[src/rtl/bcd_timer_multi.sv]
// Parametrised BCD stopwatch/countdown timer with pause, lap capture,
// a wrap-or-saturate overflow policy and a countdown expiry flag.
module bcd_timer_multi #(
  parameter int DIGITS   = 4,
  parameter int TICK_DIV = 1000000,
  parameter bit WRAP     = 1'b1
) (
  input  logic                clk,
  input  logic                rst,
  input  logic                restart,
  input  logic                run,
  input  logic                mode_down,
  input  logic [4*DIGITS-1:0] load_val,
  input  logic                lap,
  output logic [4*DIGITS-1:0] count,
  output logic [4*DIGITS-1:0] lap_val,
  output logic                lap_valid,
  output logic                running,
  output logic                tick,
  output logic                wrapped,
  output logic                expired
);

  localparam int W  = 4 * DIGITS;
  localparam int PW = (TICK_DIV > 1) ? $clog2(TICK_DIV) : 1;
  localparam logic [PW-1:0] PRESC_LAST = PW'(TICK_DIV - 1);

  typedef enum logic [1:0] {
    S_IDLE  = 2'd0,
    S_RUN   = 2'd1,
    S_PAUSE = 2'd2,
    S_DONE  = 2'd3
  } state_t;

  state_t          r_state;
  state_t          w_state_nxt;
  logic [PW-1:0]   r_presc;
  logic [PW-1:0]   w_presc_nxt;
  logic [W-1:0]    r_count;
  logic [W-1:0]    w_count_nxt;
  logic [W-1:0]    r_lap_val;
  logic            r_lap_valid;
  logic            r_running;
  logic            r_tick;
  logic            r_wrapped;
  logic            r_expired;
  logic            r_mode;
  logic [W-1:0]    w_inc;
  logic [W-1:0]    w_dec;
  logic [W-1:0]    w_load_clamped;
  logic            w_all9;
  logic            w_count_zero;
  logic            w_dec_zero;
  logic            w_load_zero;
  logic            w_tick_nxt;
  logic            w_wrapped_nxt;
  logic            w_expired_nxt;

  // BCD ripple increment/decrement of the current count and digit clamp of load_val
  always_comb begin : ripple_blk
    logic       v_carry;
    logic       v_borrow;
    logic [3:0] v_d;
    logic [3:0] v_l;
    w_inc          = '0;
    w_dec          = '0;
    w_load_clamped = '0;
    v_carry        = 1'b1;
    v_borrow       = 1'b1;
    v_d            = 4'd0;
    v_l            = 4'd0;
    for (int i = 0; i < DIGITS; i++) begin
      v_d = r_count[4*i +: 4];
      if (v_carry) begin
        if (v_d == 4'd9) begin
          w_inc[4*i +: 4] = 4'd0;
        end else begin
          w_inc[4*i +: 4] = v_d + 4'd1;
          v_carry         = 1'b0;
        end
      end else begin
        w_inc[4*i +: 4] = v_d;
      end
      if (v_borrow) begin
        if (v_d == 4'd0) begin
          w_dec[4*i +: 4] = 4'd9;
        end else begin
          w_dec[4*i +: 4] = v_d - 4'd1;
          v_borrow        = 1'b0;
        end
      end else begin
        w_dec[4*i +: 4] = v_d;
      end
      v_l = load_val[4*i +: 4];
      w_load_clamped[4*i +: 4] = (v_l > 4'd9) ? 4'd9 : v_l;
    end
    // A carry surviving every digit means all-9s; a surviving borrow means all-0s.
    w_all9       = v_carry;
    w_count_zero = v_borrow;
  end

  assign w_dec_zero  = (w_dec == '0);
  assign w_load_zero = (w_load_clamped == '0);

  // Next-state, prescaler and count update; counting only while in RUN with run high
  always_comb begin
    w_state_nxt   = r_state;
    w_presc_nxt   = r_presc;
    w_count_nxt   = r_count;
    w_tick_nxt    = 1'b0;
    w_wrapped_nxt = 1'b0;
    w_expired_nxt = r_expired;
    case (r_state)
      S_IDLE: begin
        w_presc_nxt = '0;
        if (run) w_state_nxt = S_RUN;
        else     w_state_nxt = S_IDLE;
      end
      S_PAUSE: begin
        if (run) w_state_nxt = S_RUN;
        else     w_state_nxt = S_PAUSE;
      end
      S_DONE: begin
        w_presc_nxt = '0;
      end
      S_RUN: begin
        if (!run) begin
          w_state_nxt = S_PAUSE;
        end else if (r_presc == PRESC_LAST) begin
          w_presc_nxt = '0;
          if (r_mode) begin
            if (w_count_zero) begin
              w_expired_nxt = 1'b1;
              w_state_nxt   = S_DONE;
            end else begin
              w_count_nxt = w_dec;
              w_tick_nxt  = 1'b1;
              if (w_dec_zero) begin
                w_expired_nxt = 1'b1;
                w_state_nxt   = S_DONE;
              end else begin
                w_state_nxt = S_RUN;
              end
            end
          end else if (w_all9) begin
            if (WRAP) begin
              w_count_nxt   = '0;
              w_tick_nxt    = 1'b1;
              w_wrapped_nxt = 1'b1;
            end else begin
              w_expired_nxt = 1'b1;
              w_state_nxt   = S_DONE;
            end
          end else begin
            w_count_nxt = w_inc;
            w_tick_nxt  = 1'b1;
          end
        end else begin
          w_presc_nxt = r_presc + PW'(1);
        end
      end
      default: begin
        w_state_nxt = S_IDLE;
        w_presc_nxt = '0;
      end
    endcase
  end

  // State and output registers; rst beats restart, restart beats run and lap
  always_ff @(posedge clk) begin
    if (rst) begin
      r_state     <= S_IDLE;
      r_presc     <= '0;
      r_count     <= '0;
      r_lap_val   <= '0;
      r_lap_valid <= 1'b0;
      r_running   <= 1'b0;
      r_tick      <= 1'b0;
      r_wrapped   <= 1'b0;
      r_expired   <= 1'b0;
      r_mode      <= 1'b0;
    end else if (restart) begin
      r_state     <= (mode_down && w_load_zero) ? S_DONE : S_IDLE;
      r_expired   <= mode_down && w_load_zero;
      r_presc     <= '0;
      r_count     <= mode_down ? w_load_clamped : '0;
      r_lap_valid <= 1'b0;
      r_running   <= 1'b0;
      r_tick      <= 1'b0;
      r_wrapped   <= 1'b0;
      r_mode      <= mode_down;
    end else begin
      r_state   <= w_state_nxt;
      r_presc   <= w_presc_nxt;
      r_count   <= w_count_nxt;
      r_running <= (w_state_nxt == S_RUN);
      r_tick    <= w_tick_nxt;
      r_wrapped <= w_wrapped_nxt;
      r_expired <= w_expired_nxt;
      if (lap) begin
        r_lap_val   <= r_count;
        r_lap_valid <= 1'b1;
      end else begin
        r_lap_val   <= r_lap_val;
        r_lap_valid <= r_lap_valid;
      end
    end
  end

  assign count     = r_count;
  assign lap_val   = r_lap_val;
  assign lap_valid = r_lap_valid;
  assign running   = r_running;
  assign tick      = r_tick;
  assign wrapped   = r_wrapped;
  assign expired   = r_expired;

endmodule

[config.mk]
export PLATFORM = sky130hd
export DESIGN_NAME = bcd_timer_multi
export DESIGN_NICKNAME = d
export VERILOG_FILES = /design/src/rtl/bcd_timer_multi.sv
export SDC_FILE = /design/constraint.sdc
export NUM_CORES = 1
export LEC_CHECK = 0
export CORE_UTILIZATION = 69
export CTS_CLUSTER_SIZE = 24
export DETAILED_ROUTE_END_ITERATION = 10
export DONT_BUFFER_PORTS = 1
export PLACE_DENSITY = 0.91
export SLEW_MARGIN = 20
export SYNTH_ARGS = -nofsm -noshare
export SYNTH_HDL_FRONTEND = slang
export SYNTH_SLANG_ARGS = --single-unit
[constraint.sdc]
create_clock -name clk -period 3.8 [get_ports clk]
set_input_delay 0.38 -clock clk [delete_from_list [all_inputs] [get_ports clk]]
set_output_delay 0.38 -clock clk [all_outputs]
set_load 0.05 [all_outputs]
Word-level counts from Yosys, hierarchy flattened
Cells that the tools add are included.
{ "word_totals": {"out_inout_bits": 37, "word_cells": 132, "reg_bits": 60, "input_bits": 22} }
{ "op_classes": {"order_cmp": 4, "addsub": 9, "reduce_logical": 28, "bitwise": 4, "mux": 63, "n_eq_ne": 11} }
{ "op_table": {"columns": ["operator", "count"], "rows": [
  ["16-bit 2-to-1 mux", 8],
  ["4-bit 2-to-1 mux", 18],
  ["20-bit 2-to-1 mux", 2],
  ["20-bit case mux with 2 select lines", 1],
  ["16-bit zero test", 2],
  ["1-bit 2-to-1 mux", 25],
  ["20-bit by 1-bit adder with 20-bit output (second input constant)", 1],
  ["20-bit equality test (second input constant)", 1],
  ["5-bit AND reduction", 4],
  ["4-bit by 1-bit adder with 4-bit output (second input constant)", 4],
  ["4-bit equality test (second input constant)", 4],
  ["4-bit greater-than comparator (second input constant)", 4],
  ["4-bit zero test", 4],
  ["2-bit 2-to-1 mux", 8],
  ["4-bit by 1-bit subtractor with 4-bit output (second input constant)", 4],
  ["4-bit nonzero test", 3],
  ["2-bit nonzero test", 5],
  ["2-bit case mux with 3 select lines", 1],
  ["6-bit OR reduction", 1],
  ["5-bit OR reduction", 1],
  ["2-bit by 1-bit equality test with 1-bit output (second input constant)", 2],
  ["2-bit equality test (second input constant)", 2],
  ["1-bit NOT", 4],
  ["2-bit AND reduction", 2],
  ["other kinds (7)", 8]
]} }

Depth between registers and ports, before layout
Gate-level depths: netlist of the first run.
{ "depth": {"word_depth": 13, "ltp_mapped": 8, "mapped_depth_nobuf": 7} }

Least setup slack after synthesis of the first run
OpenSTA, ideal clock, no wires.
{ "synth_path": {"kind": "flip-flop to flip-flop", "start": "reg r_count[12], in the netlist count[12]", "end": "reg r_count[14], in the netlist count[14]", "stages_incl_launch_ff": 8, "path_buffers": 1, "setup_time_ps": 70, "t_arrival_ps": 2442, "slack_ps": 1288, "period_less_slack_ps": 2512, "t_required_ps": 3730, "cell_sequence": "dfxtp_1 clkbuf_1 or4_1 o41a_1 o2111ai_2 a21oi_1 or3_1 a21oi_1"} }
{ "synth_via": {"elab_chain_len": 9, "word_cells_on_any_way": 22, "cone_classes": "add/sub: 2; eq/ne: 2; mux: 15; reduce/logical: 3"} }
{ "synth_lines": {"columns": ["element", "line", "text"], "rows": [
  ["from (decl)", "39", "logic [W-1:0] r_count;"],
  ["from (signal assigned)", "186", "r_count <= mode_down ? w_load_clamped : '0;"],
  ["from (signal assigned)", "195", "r_count <= w_count_nxt;"],
  ["4-bit by 1-bit adder with 4-bit output, or another cell as far along", "78", "w_inc[4*i +: 4] = v_d + 4'd1;"],
  ["4-bit 2-to-1 mux, or another cell as far along", "75", "if (v_d == 4'd9) begin"],
  ["4-bit 2-to-1 mux, or another cell as far along", "74", "if (v_carry) begin"],
  ["16-bit 2-to-1 mux (on tied branches)", "145, 132", null],
  ["16-bit 2-to-1 mux", "131", "if (r_mode) begin"],
  ["16-bit 2-to-1 mux", "129", "end else if (r_presc == PRESC_LAST) begin"],
  ["16-bit 2-to-1 mux", "127", "if (!run) begin"],
  ["16-bit 2-to-1 mux", "113", "case (r_state)"],
  ["16-bit 2-to-1 mux", "182", "end else if (restart) begin"]
]} }
Parallel ways exist; a longest one is shown, timed or not. The select of a mux whose other input is x is not followed.
A chain may end at the register's enable or synchronous reset.

Worst setup path in the final report of the first run
{ "layout_path": {"start": "reg r_count[3], in the netlist count[3]", "end": "reg r_running, in the netlist running"} }
{ "layout_via": {"elab_chain_len": 13, "word_cells_on_any_way": 18, "cone_classes": "add/sub: 1; eq/ne: 1; mux: 14; reduce/logical: 2"} }
{ "layout_lines": {"columns": ["element", "line", "text"], "rows": [
  ["4-bit zero test", "85", "if (v_d == 4'd0) begin"],
  ["1-bit 2-to-1 mux", "85", null],
  ["1-bit 2-to-1 mux (2 in series)", "84", "if (v_borrow) begin"],
  ["4-bit 2-to-1 mux", "84", null],
  ["16-bit zero test", "102", "assign w_dec_zero = (w_dec == '0);"],
  ["2-bit 2-to-1 mux", "138", "if (w_dec_zero) begin"],
  ["2-bit 2-to-1 mux *", "132", "if (w_count_zero) begin"],
  ["2-bit 2-to-1 mux *", "131", null],
  ["2-bit 2-to-1 mux *", "129", null],
  ["2-bit 2-to-1 mux *", "127", null],
  ["2-bit case mux with 3 select lines *", "113", null],
  ["2-bit by 1-bit equality test with 1-bit output *", "196", "r_running <= (w_state_nxt == S_RUN);"],
  ["to (signal assigned)", "196", null],
  ["to (decl)", "43", "logic r_running;"]
]} }
Every way passes the cells marked *; elsewhere a longest branch is shown, timed or not.

==> impl_metrics.toml, run 1 <==
[power_and_ir_drop]
p_seq_share_pct = 43.7
ir_drop_uv = 321.9
p_clk_share_pct = 41.6
p_leak_uw = 0.001302
swShare_pct = 30.85
power.internal_uw = 1096
p_switching_uw = 489.0
power.density_mw_per_mm2 = 394.9
comb_power_share_pct = 14.7

[logic_synthesis]
ys_seq_elements = 60
seq_area_frac_synth_pct = 32.12
synthArstFlopShare_pct = 0
synth.avg_cell_area_um2 = 7.220
synth_ff_type = "dfxtp_1"
synth-edff-count = 0
ys_warn_count = 0
ys_types = 55
syn_area_mm2 = 0.003740
syn_inst = 518
syn_nets = 545

[global_route]
first_global_vias = 3444
grt_util_met3_pct = 12.30
grt_max_degree = 37
antenna_found_initial = 0
grt_pass1_wl_um = 15950
grt_overflow = 0
track_usage_pct = 37.38
grt_use_met2_pct = 59.92
grt_use_met1_pct = 43.86
top_usage_layer = "met2"

[clock_network]
cts_inserted_buffers = 9
cts_root_buf = "clkbuf_8"
ctsHoldBuffers = 0
cts_resized = 0
cts_tree = "built"
clock_latency_ps = 360
postCtsSetupRepairBufs = 0
ctsHtreeMaxLevel = 3
cts_sinks = 60
path_clk_slew_ps = 80
cts_max_path_buffers = 2

[placed_design]
dp.cells = 564
gp_congestion = 0.9387
io_buffers = 0
dp_hpwl_um = 7056
dp_slack_ps = 1105

[sta]
clock_skew_ps = 15.99
fin_ws_ps = 1025
tns_ps = 0
max_freq_mhz = 360.3
period_needed_ps = 2775
rsz0062_at_grt = "false"
setup_viol = 0
slew_headroom_pct = 39.32
fin_crit_sh_pct = 73.04
finalHoldViolCount = 0
tightest_slew_ps = 909.0
maxSlewViolCount = 0

[cells_and_area]
fin_nets = 532
finalNonFillerCells = 580
layout_commonest_cell = "nand2_1"
seq_area_mm2 = 0.001201
drive_gt1_share_pct = 7.255
diodes = 0
area_delta_synth_final_pct = 7.327
multi_input_area_mm2 = 0.002341
final_cell_mix = "nand2_1, dfxtp_1, a21oi_1"
nFillCells = 381

[setup_path]
r2r_slack_ps = 1020
path_class = "reg -> reg"
regToRegStartpoint = "count[3]"
crit_chain = "or4_1 -> or2_2 -> nor3_1 -> o31ai_1 -> a211oi_1 -> nor4_1"
r2r_end = "running"
path_max_fanout = 10
crit_path_end_kind = "flip-flop"
start_kind = "flip-flop"
arrival_ps = 3000
slowest_delay_ps = 740
reg2reg_depth = 6
crit_path_end = "running"
cp.required_ps = 4020
crit_slowest_cell = "or4_1"
startpoint = "count[3]"

[die]
ios = 59
dieArea_mm2 = 0.005718
die_w_um = 75.62
start_util_pct = 72.30
die_h_um = 75.62
core_mm2 = 0.005172
rows = 26

[route]
drt_iter0_drc = 517
drtPass1Iterations = 6
ant_nets = 0
totalWireLength_um = 10370
num_vias = 3960
wl_per_cell_um = 17.87
drc = 0
vias_per_cell = 6.828

[outcome]
status = "complete, no violations"

[flow_run]
max-cap-violations = 0

[hold_path]
hp-class = "in -> reg"
## how the worst min path moves through the flow
stage,cells after the start,slack [ps],endpoint,startpoint
after floorplan,1,440,r_presc[18],r_presc[18]
after global placement,1,450,lap_val[2],rst
after detailed placement,1,460,count[11],rst
after CTS,1,70,lap_val[11],rst
after global routing,1,80,count[1],rst
final,1,70,count[1],rst
## power groups by stage
stage	clock network (uW)	logic, uW	registers [uW]
2_1_floorplan	0	171	717
3_3_place_gp	0	222	705
3_5_place_dp	0	226	706
4_1_cts	661	228	692
5_1_grt	689	255	694
6_report	659	234	692
## logic make-up after synthesis
| logic type | Yosys count | share of synthesized area [%] |
|---|---|---|
| and+or+nand+nor | 227 | 30.45 |
| AOI/OAI and AO/OA | 160 | 27.13 |
| DFF | 60 | 32.12 |
| buffers and inverters | 53 | 5.353 |
| xor gates and xnor gates | 7 | 1.639 |
| muxes | 6 | 1.639 |
| adders and majority gates | 5 | 1.673 |
## state kept, by name, summed over array words and instances, names as in the netlist
register   flops
r_presc       20
count         16
lap_val       16
r_state        2
expired        1
lap_valid      1
r_mode         1
running        1
tick           1
wrapped        1
## final cells by class
class	instances	area share (%)
Multi-Input combinational cell	405	58.32
Sequential cell	60	29.93
Clock buffer	9	3.086
Timing Repair Buffer	14	2.618
Clock inverter	7	2.463
Tap cell	70	2.182
Inverter	15	1.403
## per-layer routing
metal	wire length (um)	vias up
met3	958	43
li1	-	1869
met5	0	-
met4	350	0
met1	4182	1824
met2	4874	224
## per-stage QoR
| stage | power (uW) | utilization [%] | cell area, um^2 | hold WS (ps) |
|---|---|---|---|---|
| after floorplan | 888.5 | - | 3740 | 440.1 |
| after global placement | 926.9 | 73.25 | 3789 | 454.6 |
| after detailed placement | 932.5 | 73.25 | 3789 | 456.0 |
| after CTS | 1580 | 77.55 | 4011 | 71.79 |
| after global routing | 1638 | 77.60 | 4014 | 78.21 |
| final | 1585 | 77.60 | 4014 | 72.49 |
## cells in the mapped netlist, types with 6 or more instances
| master | instances | area, um^2 |
|---|---|---|
| a31oi_1 | 6 | 37.54 |
| nand3_1 | 16 | 80.08 |
| nor4_1 | 7 | 43.79 |
| o21ai_0 | 37 | 185.2 |
| and3_1 | 8 | 50.05 |
| a311oi_1 | 11 | 96.34 |
| a211oi_1 | 10 | 75.07 |
| nor3_1 | 18 | 90.09 |
| a21oi_1 | 52 | 260.3 |
| dfxtp_1 | 60 | 1201 |
| and2_1 | 6 | 37.54 |
| nand2b_1 | 7 | 43.79 |
| nand2_1 | 78 | 292.8 |
| nor2_1 | 49 | 183.9 |
| inv_1 | 15 | 56.30 |
| or4_1 | 7 | 52.55 |
| o31ai_1 | 7 | 52.55 |
| clkbuf_1 | 37 | 138.9 |
## worst max-delay path: cells and delay by family (launching register included)
kind	cells	cell delay (ps)
AOI/OAI and AO/OA	2	460
DFF	1	570
and+or+nand+nor	4	1600
Power figures use the tool's default switching activity.
==> inputs of run 2 (changes only) <==
--- a/config.mk
+++ b/config.mk
@@ -5,11 +5,12 @@
 export SDC_FILE = /design/constraint.sdc
 export NUM_CORES = 1
 export LEC_CHECK = 0
-export CORE_UTILIZATION = 69
+export ABC_AREA = 1
+export CORE_UTILIZATION = 58
 export CTS_CLUSTER_SIZE = 24
 export DETAILED_ROUTE_END_ITERATION = 10
 export DONT_BUFFER_PORTS = 1
-export PLACE_DENSITY = 0.91
+export PLACE_DENSITY = 0.82
 export SLEW_MARGIN = 20
 export SYNTH_ARGS = -nofsm -noshare
 export SYNTH_HDL_FRONTEND = slang
==> constraint.sdc (replaced) <==
create_clock -name clk -period 2.36 [get_ports clk]
set_input_delay 0.236 -clock clk [delete_from_list [all_inputs] [get_ports clk]]
set_output_delay 0.236 -clock clk [all_outputs]
set_load 0.05 [all_outputs]
==> run 2 against run 1 <==
  * Power rose by 61%
  * Synthesized cell count increased by 5.8%
  * Non-clock buffer count grew 9
  * Worst hold slack got worse by 49 ps
  * Clock skew down 4.3 ps
  * Sequential power is 68% higher
  * Flip-flop and latch count did not move
  * Setup slack lost 770 ps
  * Area after synthesis up 0.94%
  * Sequential share of layout area decreased by 0.89 points
  * Via count fell by 3.2%
  * Fmax grew 32%
  * Largest power group unchanged
==> impl_metrics.toml, run 2 <==
[outcome]
status = "complete, no violations"

[sta]
maxSlewViolCount = 0
rsz0062_at_grt = "false"
fin_crit_sh_pct = 89.12
whs_ps = 23.74
clock_skew_ps = 11.65
max_freq_mhz = 475.4
setup_viol = 0
period_needed_ps = 2103
finalHoldViolCount = 0
slew_headroom_pct = 65.97
tns_ps = 0
tightest_slew_ps = 507.3

[setup_path]
slowest_delay_ps = 400
crit_chain = "ha_1 -> nand3_1 -> nor4_1 -> nand3_1 -> o21ai_1 -> inv_1 -> nor2_4 -> inv_6 -> nor2_8 -> nand2_8 -> o21ai_1 -> a21oi_1"
crit_path_end_kind = "flip-flop"
path_max_fanout = 9
crit_slowest_cell = "dfxtp_1"
arrival_ps = 2330
start_kind = "flip-flop"
cp.required_ps = 2590
path_class = "reg -> reg"

[logic_synthesis]
syn_area_mm2 = 0.003775
synth_common_cells = "nand2_1, inv_1, dfxtp_1"
ys_types = 47
ys_warn_count = 0
synth.avg_cell_area_um2 = 6.888
yosys.cell_count.top_type = "nand2_1"
syn_nets = 575
syn_inst = 548
synth_top_area_cell = "dfxtp_1"
synthArstFlopShare_pct = 0
synth-edff-count = 0
seq_area_frac_synth_pct = 31.82
synth_top_cell_area_share_pct = 31.82
synthTopCellsByArea = "dfxtp_1, nand2_1, a21oi_1"
synth_ff_type = "dfxtp_1"
ys_seq_elements = 60

[placed_design]
gp_congestion = 0.9461
io_buffers = 0
dp_hpwl_um = 7292

[cells_and_area]
top_register = "r_presc"
largest_register_ffs = 20
layout_commonest_cell = "nand2_1"
diodes = 0
drive_gt1_share_pct = 14.06
nFillCells = 536
area_delta_synth_final_pct = 9.579
fin_nets = 592
final_cell_mix = "nand2_1, inv_1, dfxtp_1"
finish.utilization_pct = 65.52

[power_and_ir_drop]
p_clk_share_pct = 32.3
p_switching_uw = 897.0
power.internal_uw = 1652
swShare_pct = 35.19
power.density_mw_per_mm2 = 616.2
p_seq_share_pct = 45.6
p_leak_uw = 0.001703
ir_drop_uv = 447.9
comb_power_share_pct = 22.1

[clock_network]
path_clk_slew_ps = 60
cts_max_path_buffers = 2
cts_sinks = 60
postCtsSetupRepairBufs = 0
clock_latency_ps = 350
cts_inserted_buffers = 9
ctsHtreeMaxLevel = 3
cts_root_buf = "clkbuf_8"
cts_tree = "built"

[hold_path]
hp-class = "in -> reg"

[route]
ant_nets = 0
top_layer = "met4"
num_vias = 3835
vias_per_cell = 5.937
met1_length_um = 4414
wl_met3_um = 857
drt_iter0_drc = 261
drtPass1Iterations = 5
dr_wl_met2_um = 4415
wl_per_cell_um = 15.39
totalWireLength_um = 9944
drc = 0

[die]
die_w_um = 82.68
dieArea_mm2 = 0.006835
core_mm2 = 0.006314
ios = 59
die_h_um = 82.68
start_util_pct = 59.79
rows = 29

[global_route]
antenna_found_initial = 0
grt_pass1_wl_um = 15120
grt_overflow = 0
grt_max_degree = 33
first_global_vias = 3253
track_usage_pct = 29.38

[flow_run]
max-cap-violations = 0
[run 2: path summary, 6_finish.rpt]
kind                     from          end  slack [ps]  cells past startpoint
setup / recovery   r_presc[0]     count[8]         260                     12
hold / removal            lap    lap_valid          20                      2
setup reg to reg   r_presc[0]     count[8]         260                     12
hold reg to reg   r_presc[17]  r_presc[17]         480                      2
[run 2: through the flow]
step	setup slack (ps)	instance area [um^2]	total power [uW]	std cells
after floorplan	297.3	3775	1610	548
after global placement	383.2	3958	1719	630
after detailed placement	280.7	3958	1731	630
after CTS	262.5	4136	2549	646
after global routing	5.693	4136	2658	646
final	256.7	4136	2549	646
[run 2: power by group through the flow]
stage | Sequential (uW) | Combinational (uW) | Clock [uW]
2_1_floorplan | 1250 | 356 | 0
3_3_place_gp | 1180 | 536 | 0
3_5_place_dp | 1180 | 547 | 0
4_1_cts | 1160 | 553 | 833
5_1_grt | 1170 | 615 | 873
6_report | 1160 | 563 | 824
[run 2: cell families (layout without fill, tap and decap cells)]
logic type	count (synthesis)	count (layout)	share of synthesized area (%)
and+or+nand+nor	246	246	33.54
AOI/OAI and AO/OA	142	142	22.14
buffers and inverters	90	111	9.678
DFF	60	60	31.82
adders and majority gates	5	5	1.657
xor gates and xnor gates	5	5	1.160
[run 2: final cells by class]
type | count | area [um^2] | share of cell area, %
multi-input combinational | 398 | 2211 | 53.45
tap | 77 | 96.34 | 2.329
sequential | 60 | 1201 | 29.04
inverter | 73 | 284.0 | 6.866
timing repair buffer | 23 | 175.2 | 4.235
clock buffer | 13 | 158.9 | 3.841
clock inverter | 2 | 10.01 | 0.2420
[run 2: repair_timing]
item                      4_1_cts  5_1_grt
resized for setup               0        0
hold endpoints to repair        4        0
hold buffers                    1        0
[run 2: worst max-delay path: cells and delay by family, from the launching register on]
family	cells	cell delay (ps)
AO/OA/AOI/OAI	3	330
adder cells (fa/ha/maj)	1	270
buffers and inverters	2	150
flip-flops	1	400
AND/OR/NAND/NOR	6	820
[run 2: metal layers]
| layer | global-route usage (%) | up-vias |
|---|---|---|
| li1 | - | 1885 |
| met1 | 39.92 | 1727 |
| met2 | 43.61 | 197 |
| met3 | 6.374 | 26 |
| met4 | 14.31 | 0 |
| met5 | 0 | - |
==> inputs of run 3 (changes only) <==
--- a/config.mk
+++ b/config.mk
@@ -6,7 +6,9 @@
 export NUM_CORES = 1
 export LEC_CHECK = 0
 export ABC_AREA = 1
-export CORE_UTILIZATION = 58
+export CELL_PAD_IN_SITES_DETAIL_PLACEMENT = 1
+export CELL_PAD_IN_SITES_GLOBAL_PLACEMENT = 2
+export CORE_UTILIZATION = 32
 export CTS_CLUSTER_SIZE = 24
 export DETAILED_ROUTE_END_ITERATION = 10
 export DONT_BUFFER_PORTS = 1
==> run 3 against run 2 <==
  * Cell count increased by 11%
  * Combinational power rose by 3%
  * Setup slack better by 67 ps
  * Sequential share of layout area shrank 1.4 points
  * Clock-buffer cell count shrank 2
  * Power up 17%
  * Critical path depth did not move
  * Clock power grew 50%
  * Global-route usage down 8.2 points
  * Die area increased by 79%
  * Worst hold slack improved by 6.4 ps
  * Largest power group is now clock
==> impl_metrics.toml, run 3 (synthesis results as in run 2) <==
[outcome]
status = "complete, no violations"

[cells_and_area]
final_cell_mix = "nand2_1, inv_1, dfxtp_1"
nFillCells = 1470
multi_input_area_mm2 = 0.002217
area_delta_synth_final_pct = 15.21
finalNonFillerCells = 714
layout_commonest_cell = "nand2_1"
drive_gt1_share_pct = 14.89
top_register = "r_presc"
diodes = 0
largest_register_ffs = 20
seq_area_mm2 = 0.001201
fin_nets = 594

[clock_network]
cts_max_path_buffers = 2
cts_sinks = 60
clock_latency_ps = 340
cts_root_buf = "clkbuf_16"
cts_tree = "built"
cts_inserted_buffers = 9
path_clk_slew_ps = 60
ctsHtreeMaxLevel = 3

[power_and_ir_drop]
comb_power_share_pct = 19.4
p_clk_share_pct = 41.6
p_leak_uw = 0.001757
power.internal_uw = 1983
swShare_pct = 33.67
power_uw = 2989
p_seq_share_pct = 39.0
ir_drop_uv = 407.5
p_switching_uw = 1007
power.density_mw_per_mm2 = 687.4

[sta]
finalHoldViolCount = 0
max_freq_mhz = 491.0
setup_viol = 0
fin_ws_ps = 323.2
tns_ps = 0
tightest_slew_ps = 549.8
period_needed_ps = 2037
slew_headroom_pct = 63.12
rsz0062_at_grt = "false"
clock_skew_ps = 9.909
fin_crit_sh_pct = 86.30
maxSlewViolCount = 0
whs_ps = 30.10

[global_route]
grt_overflow = 0
antenna_found_initial = 0
grt_pass1_wl_um = 20520
first_global_vias = 3963
track_usage_pct = 21.22
grt_max_degree = 33

[setup_path]
cp_top_family = "simple AND/OR/NAND/NOR gates"
path_class = "reg -> reg"
path_max_fanout = 9
start_kind = "flip-flop"
crit_slowest_cell = "dfxtp_1"
crit_path_end_kind = "flip-flop"
arrival_ps = 2260
slowest_delay_ps = 400
timing.critical_path.buf_inv = 2
crit_chain = "ha_1 -> nand3_1 -> nor4_2 -> nand3_1 -> o21ai_1 -> inv_1 -> nor2_4 -> inv_6 -> nor2_8 -> nand2_8 -> o21ai_1 -> a21oi_1"
cp.required_ps = 2590

[die]
die_w_um = 110.6
ios = 59
core_mm2 = 0.01147
die_h_um = 110.6
start_util_pct = 32.92
rows = 39
dieArea_mm2 = 0.01223

[hold_path]
hp-class = "in -> reg"

[placed_design]
io_buffers = 0
gp_congestion = 0.8580
dp.cells = 698
dp_slack_ps = 268.3
dp_hpwl_um = 9449

[route]
drtPass1Iterations = 4
num_vias = 3816
vias_per_cell = 5.345
wl_per_cell_um = 17.42
drc = 0
totalWireLength_um = 12440
drt_iter0_drc = 217
ant_nets = 0

[flow_run]
max-cap-violations = 0
## run 3: cell types whose count changed in the layout (fill, tap and decap cells not counted)
cell	before	now
clkbuf_1	2	0
clkbuf_16	0	9
clkbuf_8	11	2
nor4_1	10	9
buf_4	22	24
nor4_2	0	1
clkinvlp_4	0	2
## run 3: layout make-up
cell class              count  area share, %
inverters                  73          6.530
clock inverters             4         0.5754
multi-input cells         398          50.98
repair buffers             25          4.373
flip-flops and latches     60          27.62
clock buffers              11          5.811
well taps                 143          4.114
## run 3: path summary, 6_finish.rpt
kind,startpoint,to,slack [ps],cells after the start
worst min register to register,r_presc[18],r_presc[18],480,2
worst max register to register,r_presc[0],count[10],320,12
worst max-delay path,r_presc[0],count[10],320,12
worst min-delay path,lap,lap_valid,30,2
## run 3: stage by stage
| stage | utilization, % | instance area (um^2) |
|---|---|---|
| finish | 37.93 | 4349 |
| floorplan | - | 3775 |
| global route | 37.93 | 4349 |
| CTS | 37.87 | 4343 |
| global placement | 35.36 | 4055 |
| detailed placement | 35.36 | 4055 |
## run 3: metal layers
metal	global-route usage, %	wire [um]	share of wire (%)	vias up
met5	0	0	0	-
met4	11.29	415	3.3	0
met3	4.665	628	5.0	28
met2	35.90	6000	48	83
met1	24.94	5395	43	1810
li1	-	-	-	1895
## run 3: what timing repair did
action / 4_1_cts / 5_1_grt
buffers inserted: 0 / 0
hold buffers: 1 / 0
endpoints found under the hold margin: 4 / 0
setup endpoints to repair: 0 / 3
gates resized for setup: 0 / 1
## run 3: power groups by stage
| stage | Clock [uW] | Sequential, uW | Combinational, uW |
|---|---|---|---|
| after floorplan | 0 | 1250 | 356 |
| after global placement | 0 | 1190 | 566 |
| after detailed placement | 0 | 1190 | 578 |
| after CTS | 1280 | 1170 | 583 |
| after global routing | 1310 | 1170 | 639 |
| final | 1240 | 1170 | 580 |
